$ cat src/rtl/map_arbiter_if.sv
// Request, response and RAM-side signals of the tile-map arbiter.
// The arbiter takes the slave view; requesters and the RAM take the master view.
interface map_arbiter_if #(
    parameter int AW = 9,
    parameter int DW = 3
);
    logic          vid_req;
    logic [AW-1:0] vid_addr;
    logic          vid_gnt;
    logic          vid_rvalid;
    logic [DW-1:0] vid_rdata;

    logic [1:0]      t_req;
    logic [1:0]      t_op;
    logic [2*AW-1:0] t_addr;
    logic [1:0]      t_gnt;
    logic [1:0]      t_done;
    logic [DW-1:0]   t_rdata;
    logic [1:0]      base_hit;

    logic [AW-1:0] mem_addr;
    logic          mem_we;
    logic [DW-1:0] mem_wdata;
    logic [DW-1:0] mem_rdata;

    modport slave (
        input  vid_req, vid_addr, t_req, t_op, t_addr, mem_rdata,
        output vid_gnt, vid_rvalid, vid_rdata, t_gnt, t_done, t_rdata, base_hit,
               mem_addr, mem_we, mem_wdata
    );

    modport master (
        output vid_req, vid_addr, t_req, t_op, t_addr, mem_rdata,
        input  vid_gnt, vid_rvalid, vid_rdata, t_gnt, t_done, t_rdata, base_hit,
               mem_addr, mem_we, mem_wdata
    );
endinterface

$ cat src/rtl/map_arbiter.sv
// Serializes video reads and tank read/destroy operations onto the single-port
// tile-map RAM; video has priority, bounded by a streak guard, tanks alternate.
module map_arbiter #(
    parameter int CELLS      = 300,
    parameter int AW         = 9,
    parameter int DW         = 3,
    parameter int VID_STREAK = 4
) (
    input  logic          Clk,
    input  logic          Reset_n,
    map_arbiter_if.slave  bus
);
    localparam int            SW          = $clog2(VID_STREAK + 1);
    localparam logic [SW-1:0] STREAK_MAX  = SW'(VID_STREAK);
    localparam logic [AW:0]   CELLS_W     = (AW + 1)'(CELLS);
    localparam logic [DW-1:0] CODE_BORDER = DW'(1);
    localparam logic [DW-1:0] CODE_WALL   = DW'(2);
    localparam logic [DW-1:0] CODE_BASE1  = DW'(3);
    localparam logic [DW-1:0] CODE_BASE2  = DW'(4);

    typedef enum logic [1:0] {IDLE, RD, EVAL, WR} state_t;

    state_t        state;
    logic          rr_ptr;
    logic [SW-1:0] streak;
    logic          cur_vid;
    logic          cur_tank;
    logic          cur_op;
    logic          cur_oor;

    logic          any_t;
    logic          vid_win;
    logic          t_win;
    logic          tank_sel;
    logic          gnt_op;
    logic          gnt_oor;
    logic [AW-1:0] gnt_addr;
    logic [DW-1:0] eval_code;

    function automatic logic [SW-1:0] streak_inc(input logic [SW-1:0] s);
        return (s == STREAK_MAX) ? s : s + 1'b1;
    endfunction

    always_comb begin
        any_t     = |bus.t_req;
        vid_win   = (state == IDLE) && bus.vid_req && !((streak == STREAK_MAX) && any_t);
        tank_sel  = bus.t_req[rr_ptr] ? rr_ptr : ~rr_ptr;
        t_win     = (state == IDLE) && !vid_win && any_t;
        gnt_addr  = vid_win ? bus.vid_addr
                  : (tank_sel ? bus.t_addr[2*AW-1:AW] : bus.t_addr[AW-1:0]);
        gnt_op    = !vid_win && bus.t_op[tank_sel];
        gnt_oor   = ({1'b0, gnt_addr} >= CELLS_W);
        // Out-of-range cells read back as border wall without touching the RAM.
        eval_code = cur_oor ? CODE_BORDER : bus.mem_rdata;
    end

    assign bus.vid_gnt = vid_win;
    assign bus.t_gnt   = t_win ? (tank_sel ? 2'b10 : 2'b01) : 2'b00;

    always_ff @(posedge Clk or negedge Reset_n) begin
        if (!Reset_n) begin
            state          <= IDLE;
            rr_ptr         <= 1'b0;
            streak         <= '0;
            cur_vid        <= 1'b0;
            cur_tank       <= 1'b0;
            cur_op         <= 1'b0;
            cur_oor        <= 1'b0;
            bus.vid_rvalid <= 1'b0;
            bus.vid_rdata  <= '0;
            bus.t_done     <= '0;
            bus.t_rdata    <= '0;
            bus.base_hit   <= '0;
            bus.mem_addr   <= '0;
            bus.mem_we     <= 1'b0;
            bus.mem_wdata  <= '0;
        end else begin
            bus.vid_rvalid <= 1'b0;
            bus.t_done     <= '0;
            bus.base_hit   <= '0;
            case (state)
                IDLE: begin
                    if (vid_win && any_t)
                        streak <= streak_inc(streak);
                    else if (t_win || !any_t)
                        streak <= '0;
                    if (vid_win || t_win) begin
                        cur_vid    <= vid_win;
                        cur_tank   <= tank_sel;
                        cur_op     <= gnt_op;
                        cur_oor    <= gnt_oor;
                        bus.mem_we <= 1'b0;
                        if (!gnt_oor)
                            bus.mem_addr <= gnt_addr;
                        if (t_win)
                            rr_ptr <= ~tank_sel;
                        state <= RD;
                    end
                end
                RD: state <= EVAL;
                EVAL: begin
                    // Only a destructible wall needs the write beat; everything else finishes here.
                    if (cur_op && !cur_oor && (eval_code == CODE_WALL)) begin
                        bus.mem_we    <= 1'b1;
                        bus.mem_wdata <= '0;
                        state         <= WR;
                    end else begin
                        state <= IDLE;
                        if (cur_vid) begin
                            bus.vid_rvalid <= 1'b1;
                            bus.vid_rdata  <= eval_code;
                        end else begin
                            bus.t_done  <= cur_tank ? 2'b10 : 2'b01;
                            bus.t_rdata <= eval_code;
                        end
                        if (cur_op)
                            bus.base_hit <= {eval_code == CODE_BASE2, eval_code == CODE_BASE1};
                    end
                end
                WR: begin
                    bus.mem_we  <= 1'b0;
                    bus.t_done  <= cur_tank ? 2'b10 : 2'b01;
                    bus.t_rdata <= CODE_WALL;
                    state       <= IDLE;
                end
                default: state <= IDLE;
            endcase
        end
    end
endmodule

$ cat src/flat_wrapper.sv
// flat-port wrapper written by rule: the top's interface ports become plain ports
module map_arbiter_flat 
#(
    parameter int CELLS      = 300,
    parameter int AW         = 9,
    parameter int DW         = 3,
    parameter int VID_STREAK = 4
)
  (Clk, Reset_n, bus_vid_req, bus_vid_addr, bus_t_req, bus_t_op, bus_t_addr, bus_mem_rdata, bus_vid_gnt, bus_vid_rvalid, bus_vid_rdata, bus_t_gnt, bus_t_done, bus_t_rdata, bus_base_hit, bus_mem_addr, bus_mem_we, bus_mem_wdata);
  map_arbiter_if #(.AW(AW), .DW(DW)) bus_i ();
  input  logic Clk;
  input  logic Reset_n;
  input wire logic [$bits(bus_i.vid_req)-1:0] bus_vid_req;
  input wire logic [$bits(bus_i.vid_addr)-1:0] bus_vid_addr;
  input wire logic [$bits(bus_i.t_req)-1:0] bus_t_req;
  input wire logic [$bits(bus_i.t_op)-1:0] bus_t_op;
  input wire logic [$bits(bus_i.t_addr)-1:0] bus_t_addr;
  input wire logic [$bits(bus_i.mem_rdata)-1:0] bus_mem_rdata;
  output wire logic [$bits(bus_i.vid_gnt)-1:0] bus_vid_gnt;
  output wire logic [$bits(bus_i.vid_rvalid)-1:0] bus_vid_rvalid;
  output wire logic [$bits(bus_i.vid_rdata)-1:0] bus_vid_rdata;
  output wire logic [$bits(bus_i.t_gnt)-1:0] bus_t_gnt;
  output wire logic [$bits(bus_i.t_done)-1:0] bus_t_done;
  output wire logic [$bits(bus_i.t_rdata)-1:0] bus_t_rdata;
  output wire logic [$bits(bus_i.base_hit)-1:0] bus_base_hit;
  output wire logic [$bits(bus_i.mem_addr)-1:0] bus_mem_addr;
  output wire logic [$bits(bus_i.mem_we)-1:0] bus_mem_we;
  output wire logic [$bits(bus_i.mem_wdata)-1:0] bus_mem_wdata;
  assign bus_i.vid_req = bus_vid_req;
  assign bus_i.vid_addr = bus_vid_addr;
  assign bus_i.t_req = bus_t_req;
  assign bus_i.t_op = bus_t_op;
  assign bus_i.t_addr = bus_t_addr;
  assign bus_i.mem_rdata = bus_mem_rdata;
  assign bus_vid_gnt = bus_i.vid_gnt;
  assign bus_vid_rvalid = bus_i.vid_rvalid;
  assign bus_vid_rdata = bus_i.vid_rdata;
  assign bus_t_gnt = bus_i.t_gnt;
  assign bus_t_done = bus_i.t_done;
  assign bus_t_rdata = bus_i.t_rdata;
  assign bus_base_hit = bus_i.base_hit;
  assign bus_mem_addr = bus_i.mem_addr;
  assign bus_mem_we = bus_i.mem_we;
  assign bus_mem_wdata = bus_i.mem_wdata;
  map_arbiter #(.CELLS(CELLS), .AW(AW), .DW(DW), .VID_STREAK(VID_STREAK)) u_core (.Clk(Clk), .Reset_n(Reset_n), .bus(bus_i));
endmodule
$ cat config.mk
export PLATFORM = sky130hd
export DESIGN_NAME = map_arbiter_flat
export DESIGN_NICKNAME = d
export VERILOG_FILES = /design/src/rtl/map_arbiter_if.sv /design/src/rtl/map_arbiter.sv /design/src/flat_wrapper.sv
export SDC_FILE = /design/constraint.sdc
export NUM_CORES = 1
export LEC_CHECK = 0
export CAP_MARGIN = 10
export CORE_ASPECT_RATIO = 1.75
export CORE_MARGIN = 4
export CORE_UTILIZATION = 47
export CTS_CLUSTER_SIZE = 20
export DETAILED_ROUTE_END_ITERATION = 7
export HOLD_SLACK_MARGIN = 0.05
export PLACE_DENSITY = 0.82
export SETUP_SLACK_MARGIN = 0.05
export SKIP_CTS_REPAIR_TIMING = 1
export SYNTH_ARGS = -nofsm -noshare
export SYNTH_HDL_FRONTEND = slang
export SYNTH_SLANG_ARGS = --single-unit
$ cat constraint.sdc
create_clock -name Clk -period 6.64 [get_ports Clk]
set_clock_uncertainty 0.15 [all_clocks]
set_input_delay 1.328 -clock Clk [delete_from_list [all_inputs] [get_ports Clk]]
set_output_delay 1.328 -clock Clk [all_outputs]
set_load 0.005 [all_outputs]
==> results.ini, run 1 <==
[clocking]
clk_pin_slew_ns=0.07
htree_levels=2
clock_latency_ns=0.28
cts_sinks=31
cts_tree=done
clockRootBuffer=clkbuf_8
clockBufferDepth=2
cts-buffers-inserted=5

[grt]
overflow=0
antenna_found_initial=0
grt_max_degree=32
grt_pass1_wl_um=7100
grt.total_usage=0.2076
grt_pass1_vias=1535

[setup_path]
crit_type=in2out
cp.arrival_ns=3.16
cpPeakStageDelay_ns=0.52
crit_path_end_kind=output pin
path_cells=clkdlybuf4s50_1, o211ai_2, nand3_2, inv_1, clkdlybuf4s50_1
crit_required_ns=5.16
cp_common_cell=clkdlybuf4s50_1
slowest_stage=clkdlybuf4s50_1
crit_cells=5
cp-start-kind=input port
cp_max_fo=18
reg2reg_depth=8
path_delay_family=buffers and inverters
worst-path-buf-inv=3

[sta]
fin_crit_ns=4.639
finalHoldViolCount=0
fmax_mhz=215.6
setup_viol=0
max-slew-margin-rel=0.6108
worst_pin_slew_ns=0.5838
slew_viol_final=0
fin_hold_ws_ns=0.2787
finalCritPeriodShare=0.6986
finalSetupTns_ns=0
rsz0062_at_grt=false

[floorplanning]
die_x_um=53.50
die_y_um=87.63
start_util=0.4960
rows=28
core_region_area_mm2=0.003433
die_area_mm2=0.004688
io_pins=64

[detailed_routing]
dr.first_iter.drc_count=27
drt-total-wl_um=4422
vias=1542
wl_per_cell_um=15.68
ant_nets=0
viasPerCell=5.468
drtPass1Iterations=4
drc=0

[finish]
synthToLayoutAreaGrowth_pct=41.44
multi_input_area_um2=849.6
drive_gt1_frac=0.09705
num_antenna_cells=0
fin_area_mm2=0.002409
fill_cells=303
regArea_um2=775.7
finalNonFillerCells=282
nets=275

[run_status]
status=complete, no violations

[synthesis]
synth_common_cells=dfrtp_1 (31), nor2_1 (20), nand2_1 (13)
ys_async_sr_fraction=1.000
yosysMostFrequentCell=dfrtp_1
synth_area_leaders=dfrtp_1 (46%), mux2_4 (7.1%), nor2_1 (4.4%)
ys_seq_area_frac=0.4555
synth_top_area_cell=dfrtp_1
synth.distinct_cells=48
synth_area_per_cell_um2=9.787
synthFlopType=dfrtp_1
synth_top_area_frac=0.4555
ys_warn_count=0
synth_edf_count=0
syn_inst=174
synth.cell_area_mm2=0.001703
ys_seq_elements=31

[pwr]
leakage_nw=1.047
peakVddDrop_mv=0.2345
p_per_area_mw_per_mm2=383.4
totalPowerFinal_mw=0.9234

[placement]
hpwl_um=3460
portBuffers=60
dp_cells=274
place_area_mm2=0.002323
gp_congestion=0.8815

[min_path]
holdPathStages=1
hold_class=reg2reg

[job]
maxCapViolCount=0

==> registers in the layout (all words and copies together), names as in the netlist <==
name                   cells
u_core.bus.mem_addr        9
u_core.bus.t_rdata         3
u_core.bus.vid_rdata       3
u_core.streak              3
u_core.bus.base_hit        2
u_core.bus.t_done          2
u_core.state               2
u_core.bus.mem_we          1
u_core.bus.vid_rvalid      1
u_core.cur_oor             1
u_core.cur_op              1
u_core.cur_tank            1
u_core.cur_vid             1
u_core.rr_ptr              1
==> area by class of cell <==
| class | count | area share |
|---|---|---|
| Clock buffer | 6 | 0.03013 |
| Multi-Input combinational cell | 128 | 0.3527 |
| Clock inverter | 2 | 0.005195 |
| Inverter | 9 | 0.01403 |
| Timing Repair Buffer | 61 | 0.2525 |
| Tap cell | 45 | 0.02338 |
| Sequential cell | 31 | 0.3221 |
==> power breakdown <==
| part | switching, mW | internal [mW] | leakage [nW] |
|---|---|---|---|
| logic | 0.188 | 0.258 | 0.621 |
| clock network | 0.0710 | 0.0731 | 0.0412 |
| registers | 0.0661 | 0.267 | 0.385 |
| total | 0.325 | 0.599 | 1.05 |
==> path summary, 6_finish.rpt <==
| path | from | endpoint | slack [ns] |
|---|---|---|---|
| min | u_core.cur_tank | u_core.bus.t_done[0] | 0.28 |
| max reg2reg | u_core.streak[0] | u_core.bus.mem_addr[2] | 3.87 |
| max | bus_t_req[1] | bus_vid_gnt | 2.00 |
| max in group asynchronous | Reset_n | u_core.bus.mem_addr[1] | 4.77 |
| min reg2reg | u_core.cur_tank | u_core.bus.t_done[0] | 0.28 |
| min in group asynchronous | Reset_n | u_core.bus.t_rdata[0] | 1.28 |
==> cell families (layout without fill, tap and decap cells) <==
logic type	count (synthesis)	count (layout)	synth area share
AO/OA/AOI/OAI	47	47	0.1896
multiplexers	14	14	0.1058
buffers and inverters	17	78	0.04996
other	1	3	0.002202
flip-flops	31	31	0.4555
AND/OR/NAND/NOR	62	62	0.1822
adder cells (fa/ha/maj)	2	2	0.01469
==> layout by cell type, fill, tap and decap left out, drive strengths merged, types with 3 or more instances in the layout <==
master / instances
conb: 3
mux2i: 6
o21ai: 10
a31oi: 4
clkbuf: 6
a21oi: 9
nand2: 14
o31ai: 3
inv: 9
nor3: 3
o211ai: 3
nand3: 4
clkdlybuf4s50: 60
mux2: 8
nor2: 22
dfrtp: 31
nand2b: 5
==> per-layer routing <==
metal,part of all wire,global-route usage
met1,0.38,0.2255
met2,0.55,0.3676
met3,0.052,0.05111
met4,0.015,0.09070
met5,0,0
==> worst reg2reg max path, stage by stage, from the launching register on <==
cell,delay (ns)
dfrtp_1,0.38
inv_1,0.05
ha_1,0.21
o211ai_2,0.12
nand3_2,0.32
a31oi_1,0.33
a311o_1,0.20
a31o_1,0.53
mux2_4,0.35
==> stage by stage <==
| step | setup WS, ns | util |
|---|---|---|
| 6_report | 2.001 | 0.7015 |
| 5_1_grt | 1.825 | 0.7015 |
| 4_1_cts | 2.010 | 0.7015 |
| 3_5_place_dp | 2.010 | 0.6767 |
| 3_3_place_gp | 2.057 | 0.6767 |
| 2_1_floorplan | 3.302 | - |
No activity file was read; power rests on OpenSTA's default activity.
==> inputs of run 2 (changes only) <==
- CORE_UTILIZATION: 47 -> 44
- PLACE_DENSITY: 0.82 -> 0.78
- clock period: 6.64 -> 4.35 ns (I/O delays scaled with it)
==> results.ini, run 2 (synthesized netlist as in run 1, its figures left out) <==
[floorplanning]
start_util=0.4647  ; was 0.4960
io_pins=64  ; unchanged
rows=29  ; was 28
die_x_um=55.03  ; was 53.50 um
core_region_area_mm2=0.003665  ; was 0.003433 mm2
die_area_mm2=0.004968  ; was 0.004688 mm2
die_y_um=90.30  ; was 87.63 um

[finish]
final_util=0.6623  ; was 0.7015
regMostFlops=u_core.bus.mem_addr  ; unchanged
finalNonFillerCells=283  ; was 282
num_antenna_cells=0  ; unchanged
final_common_cell=clkdlybuf4s50_1  ; unchanged
fill_cells=321  ; was 303
final_cell_mix=clkdlybuf4s50_1 (60), dfrtp_1 (31), nor2_1 (20)  ; unchanged
largest_reg_flops=9  ; unchanged
fin_area_mm2=0.002427  ; was 0.002409 mm2
synthToLayoutAreaGrowth_pct=42.54  ; was 41.44%
drive_gt1_frac=0.1013  ; was 0.09705
multi_input_area_um2=849.6  ; unchanged
regArea_um2=775.7  ; unchanged
nets=276  ; was 275

[grt]
grt_pass1_wl_um=7348  ; was 7100 um
grt.total_usage=0.2015  ; was 0.2076
grt_pass1_vias=1646  ; was 1535
antenna_found_initial=0  ; unchanged
overflow=0  ; unchanged
grt_max_degree=26  ; was 32

[pwr]
p_per_area_mw_per_mm2=587.7  ; was 383.4 mW/mm2
peakVddDrop_mv=0.4765  ; was 0.2345 mV
totalPowerFinal_mw=1.426  ; was 0.9234 mW
leakage_nw=1.060  ; was 1.047 nW

[sta]
fin_crit_ns=3.733
worst_pin_slew_ns=0.5625  ; was 0.5838 ns
setup_viol=0  ; unchanged
max-slew-margin-rel=0.6250  ; was 0.6108
fmax_mhz=267.9
rsz0062_at_grt=false  ; unchanged
slew_viol_final=0  ; unchanged
finalCritPeriodShare=0.8582
finalSetupTns_ns=0  ; unchanged
finalHoldViolCount=0  ; unchanged

[setup_path]
cp-startpoint=bus_t_req[1]  ; unchanged
cp-start-kind=input port  ; unchanged
slowest_stage=clkdlybuf4s50_1  ; unchanged
critPathCapture=bus_vid_gnt  ; unchanged
cp_max_fo=18  ; unchanged
reg2reg_slack_ns=1.65  ; was 3.87 ns
r2r-end=u_core.bus.mem_addr[0]  ; was u_core.bus.mem_addr[2]
reg2reg_depth=6  ; was 8
path_cells=clkdlybuf4s50_1, o211ai_2, nand3_2, inv_1, clkdlybuf4s50_1  ; unchanged
cpPeakStageDelay_ns=0.53  ; was 0.52 ns
crit_required_ns=3.33  ; was 5.16 ns
crit_path_end_kind=output pin  ; unchanged
crit_type=in2out  ; unchanged
cp_common_cell=clkdlybuf4s50_1  ; unchanged
cp.arrival_ns=2.71  ; was 3.16 ns
r2r-start=u_core.state[1]  ; was u_core.streak[0]

[detailed_routing]
drc=0  ; unchanged
dr.first_iter.drc_count=31  ; was 27
viasPerCell=5.431  ; was 5.468
ant_nets=0  ; unchanged
drt-total-wl_um=4502  ; was 4422 um
drtPass1Iterations=7  ; was 4
wl_per_cell_um=15.91  ; was 15.68 um
vias=1537  ; was 1542

[clocking]
clockRootBuffer=clkbuf_8  ; unchanged
clk_pin_slew_ns=0.06  ; was 0.07 ns
clock_latency_ns=0.28  ; about the same
cts_tree=done  ; unchanged
cts-buffers-inserted=5  ; unchanged
cts_sinks=31  ; unchanged
htree_levels=2  ; unchanged
clockBufferDepth=2  ; unchanged

[placement]
portBuffers=60  ; unchanged
hpwl_um=3582  ; was 3460 um
place_area_mm2=0.002325  ; was 0.002323 mm2
dp_cells=275  ; was 274
gp_congestion=0.9855  ; was 0.8815

[min_path]
hold_class=reg2reg  ; unchanged

[run_status]
status=complete, no violations  ; unchanged

[job]
maxCapViolCount=0  ; unchanged

run 2: changes by cell type in the layout (fill, tap and decap cells not counted):
cell	previous run	this run
buf_8	0	1
clkbuf_8	5	6
clkinvlp_4	1	0
clkbuf_1	1	0
run 2: layout make-up:
class	count	area share
timing repair buffer	62	0.2567
sequential	31	0.3196
clock inverter	1	0.002062
inverter	9	0.01392
multi-input combinational	128	0.3500
clock buffer	6	0.03402
tap	46	0.02371
run 2: how the worst min path moves through the flow:
stage                         start                    to  slack, ns  cells after the start
floorplan           u_core.cur_tank  u_core.bus.t_done[0]       0.25                      1
global placement    u_core.cur_tank  u_core.bus.t_done[0]       0.26                      1
detailed placement  u_core.cur_tank  u_core.bus.t_done[0]       0.27                      1
CTS                 u_core.cur_tank  u_core.bus.t_done[0]       0.28                      1
global route        u_core.cur_tank  u_core.bus.t_done[0]       0.29                      1
finish              u_core.cur_tank  u_core.bus.t_done[0]       0.27                      1
run 2: stage by stage:
| stage | worst slack, ns | hold WS, ns |
|---|---|---|
| finish | 0.6170 | 0.2738 |
| global route | 0.5133 | 0.2892 |
| CTS | 0.6245 | 0.2774 |
| detailed placement | 0.6308 | 0.2669 |
| global placement | 0.6585 | 0.2565 |
| floorplan | 1.712 | 0.2532 |
run 2: power breakdown:
| group | switching, mW | internal [mW] | total (mW) |
|---|---|---|---|
| Sequential | 0.103 | 0.408 | 0.511 |
| Combinational | 0.294 | 0.395 | 0.689 |
| Clock | 0.103 | 0.124 | 0.227 |
| Total | 0.499 | 0.927 | 1.43 |
run 2: critical path: cells and delay by family:
kind,cells,cell delay [ns]
buf+inv,3,1.23
compound gates,1,0.30
simple gates,1,0.31
run 2: routing by layer:
layer | up-vias | GRT usage | part of all wire
met2 | 54 | 0.3538 | 0.56
met4 | 0 | 0.08316 | 0.025
met1 | 732 | 0.2161 | 0.37
met3 | 10 | 0.04628 | 0.049
li1 | 741 | - | -
met5 | - | 0 | 0
==> inputs of run 3 (changes only) <==
- CORE_UTILIZATION: 44 -> 40
- PLACE_DENSITY: 0.78 -> 0.75
- SKIP_CTS_REPAIR_TIMING: 1 -> default
- clock period: 4.35 -> 3.25 ns (I/O delays scaled with it)
==> results.ini, run 3 (synthesized netlist as in run 1, its figures left out) <==
[pwr]
leakage_nw=1.107  ; was 1.060 nW
p_per_area_mw_per_mm2=802.1  ; was 587.7 mW/mm2
p_clk_frac=0.185  ; was 0.159
intPower_mw=1.341  ; was 0.9271 mW
netSwitchingFraction=0.3299  ; was 0.3500
peakVddDrop_mv=0.4321  ; was 0.4765 mV
p_sw_mw=0.6601  ; was 0.4993 mW
combPwrFrac=0.476  ; was 0.483
seq_power_share=0.339  ; was 0.358

[sta]
finalSetupTns_ns=0  ; unchanged
finalHoldViolCount=0  ; unchanged
setup_viol=0  ; unchanged
finalCritPeriodShare=0.8996
slew_viol_final=0  ; unchanged
worst_pin_slew_ns=0.5808  ; was 0.5625 ns
max-slew-margin-rel=0.6128  ; was 0.6250
fmax_mhz=342.0
rsz0062_at_grt=false  ; unchanged
fin_crit_ns=2.924

[finish]
regMostFlops=u_core.bus.mem_addr  ; unchanged
finalNonFillerCells=293  ; was 283
largest_reg_flops=9  ; unchanged
regArea_um2=775.7  ; unchanged
synthToLayoutAreaGrowth_pct=46.51  ; was 42.54%
final_common_cell=clkdlybuf4s50_1  ; unchanged
multi_input_area_um2=849.6  ; unchanged
nets=282  ; was 276
final_cell_mix=clkdlybuf4s50_1 (58), dfrtp_1 (31), nor2_1 (20)  ; was clkdlybuf4s50_1 (60), dfrtp_1 (31), nor2_1 (20)
num_antenna_cells=0  ; unchanged
drive_gt1_frac=0.1270  ; was 0.1013
fill_cells=388  ; was 321

[grt]
grt_max_degree=32  ; was 26
grt_pass1_wl_um=6368  ; was 7348 um
grt.total_usage=0.1549  ; was 0.2015
antenna_found_initial=0  ; unchanged
grt_pass1_vias=1439  ; was 1646
overflow=0  ; unchanged

[floorplanning]
die_x_um=57.32  ; was 55.03 um
io_pins=64  ; unchanged
die_area_mm2=0.005406  ; was 0.004968 mm2
die_y_um=94.32  ; was 90.30 um
core_region_area_mm2=0.004111  ; was 0.003665 mm2
rows=31  ; was 29
start_util=0.4142  ; was 0.4647

[setup_path]
crit_path_end_kind=output pin  ; unchanged
crit_required_ns=2.45  ; was 3.33 ns
cp_max_fo=8  ; was 18
cp-start-kind=input port  ; unchanged
cp.arrival_ns=2.12  ; was 2.71 ns
crit_type=in2out  ; unchanged

[clocking]
cts-buffers-inserted=5  ; unchanged
htree_levels=2  ; unchanged
clockBufferDepth=2  ; unchanged
clock_latency_ns=0.28  ; about the same
cts_tree=done  ; unchanged
cts_sinks=31  ; unchanged
hold_buffers=0
clk_pin_slew_ns=0.06  ; about the same
clockRootBuffer=clkbuf_8  ; unchanged

[detailed_routing]
wl_per_cell_um=14.02  ; was 15.91 um
drt-total-wl_um=4109  ; was 4502 um
drtPass1Iterations=4  ; was 7
vias=1493  ; was 1537
ant_nets=0  ; unchanged
viasPerCell=5.096  ; was 5.431
dr.first_iter.drc_count=23  ; was 31
drc=0  ; unchanged

[job]
maxCapViolCount=0  ; unchanged

[run_status]
status=complete, no violations  ; unchanged

[placement]
portBuffers=60  ; unchanged
gp_congestion=0.8250  ; was 0.9855
dp_cells=285  ; was 275
hpwl_um=3353  ; was 3582 um

[min_path]
hold_class=reg2reg  ; unchanged

[run 3: cell types whose count changed in the layout (fill, tap and decap cells not counted), sizes merged]
cell,before,now
buf,2,8
clkdlybuf4s50,60,58
bufinv,0,1
clkbuf,6,5
clkinv,1,2
dlygate4sd2,0,1
dlymetal6s2s,0,1
[run 3: power by group through the flow]
stage	registers (mW)	clock network (mW)	logic, mW
after detailed placement	0.686	0	0.961
after global routing	0.706	0.399	1.04
after global placement	0.681	0	0.949
after CTS	0.679	0.378	0.963
after floorplan	0.649	0	0.568
final	0.678	0.371	0.953
[run 3: worst paths after layout]
| kind | startpoint | slack (ns) | to | cells after the start |
|---|---|---|---|---|
| worst max-delay path | bus_t_req[1] | 0.33 | bus_t_gnt[1] | 6 |
| worst min-delay path | u_core.cur_tank | 0.27 | u_core.bus.t_done[0] | 1 |
| worst max register to register | u_core.streak[0] | 0.71 | u_core.bus.mem_addr[4] | 8 |
| worst min register to register | u_core.cur_tank | 0.27 | u_core.bus.t_done[0] | 1 |
| max in group asynchronous | Reset_n | 2.05 | u_core.cur_tank | 2 |
| min in group asynchronous | Reset_n | 0.61 | u_core.cur_op | 2 |
[run 3: timing repair]
action / 4_1_cts / 5_1_grt
setup endpoints to repair: 1 / 2
gates resized for setup: 1 / 1
buffers inserted: 0 / 0
[run 3: worst max-delay path, stage by stage]
cell	delay, ns
dlygate4sd2_1	0.33
o211ai_2	0.17
nand2_2	0.15
nand2b_1	0.12
nor2_1	0.15
clkdlybuf4s50_1	0.54
[run 3: metal layers]
metal  track usage  vias up  share of wire
li1              -      758              -
met1        0.1671      697           0.38
met2        0.2834       34           0.56
met3       0.02889        4          0.037
met4       0.07350        0          0.018
met5             0        -              0
[run 3: final cells by class]
class	instances	area share
repair buffers	68	0.2653
clock inverters	3	0.01755
multi-input cells	128	0.3405
well taps	49	0.02457
clock buffers	5	0.02758
flip-flops and latches	31	0.3109
inverters	9	0.01354
[run 3: per-stage QoR]
stage	hold WS, ns	utilization	cell area [um2]	power [mW]	worst slack [ns]
after floorplan	0.2044	-	1710	1.217	0.8318
final	0.2693	0.6068	2495	2.001	0.3262
after detailed placement	0.2644	0.5791	2381	1.647	0.03278
after global routing	0.3098	0.6068	2495	2.150	0.1653
after CTS	0.2730	0.6062	2492	2.020	0.07435
after global placement	0.2580	0.5791	2381	1.631	0.06573
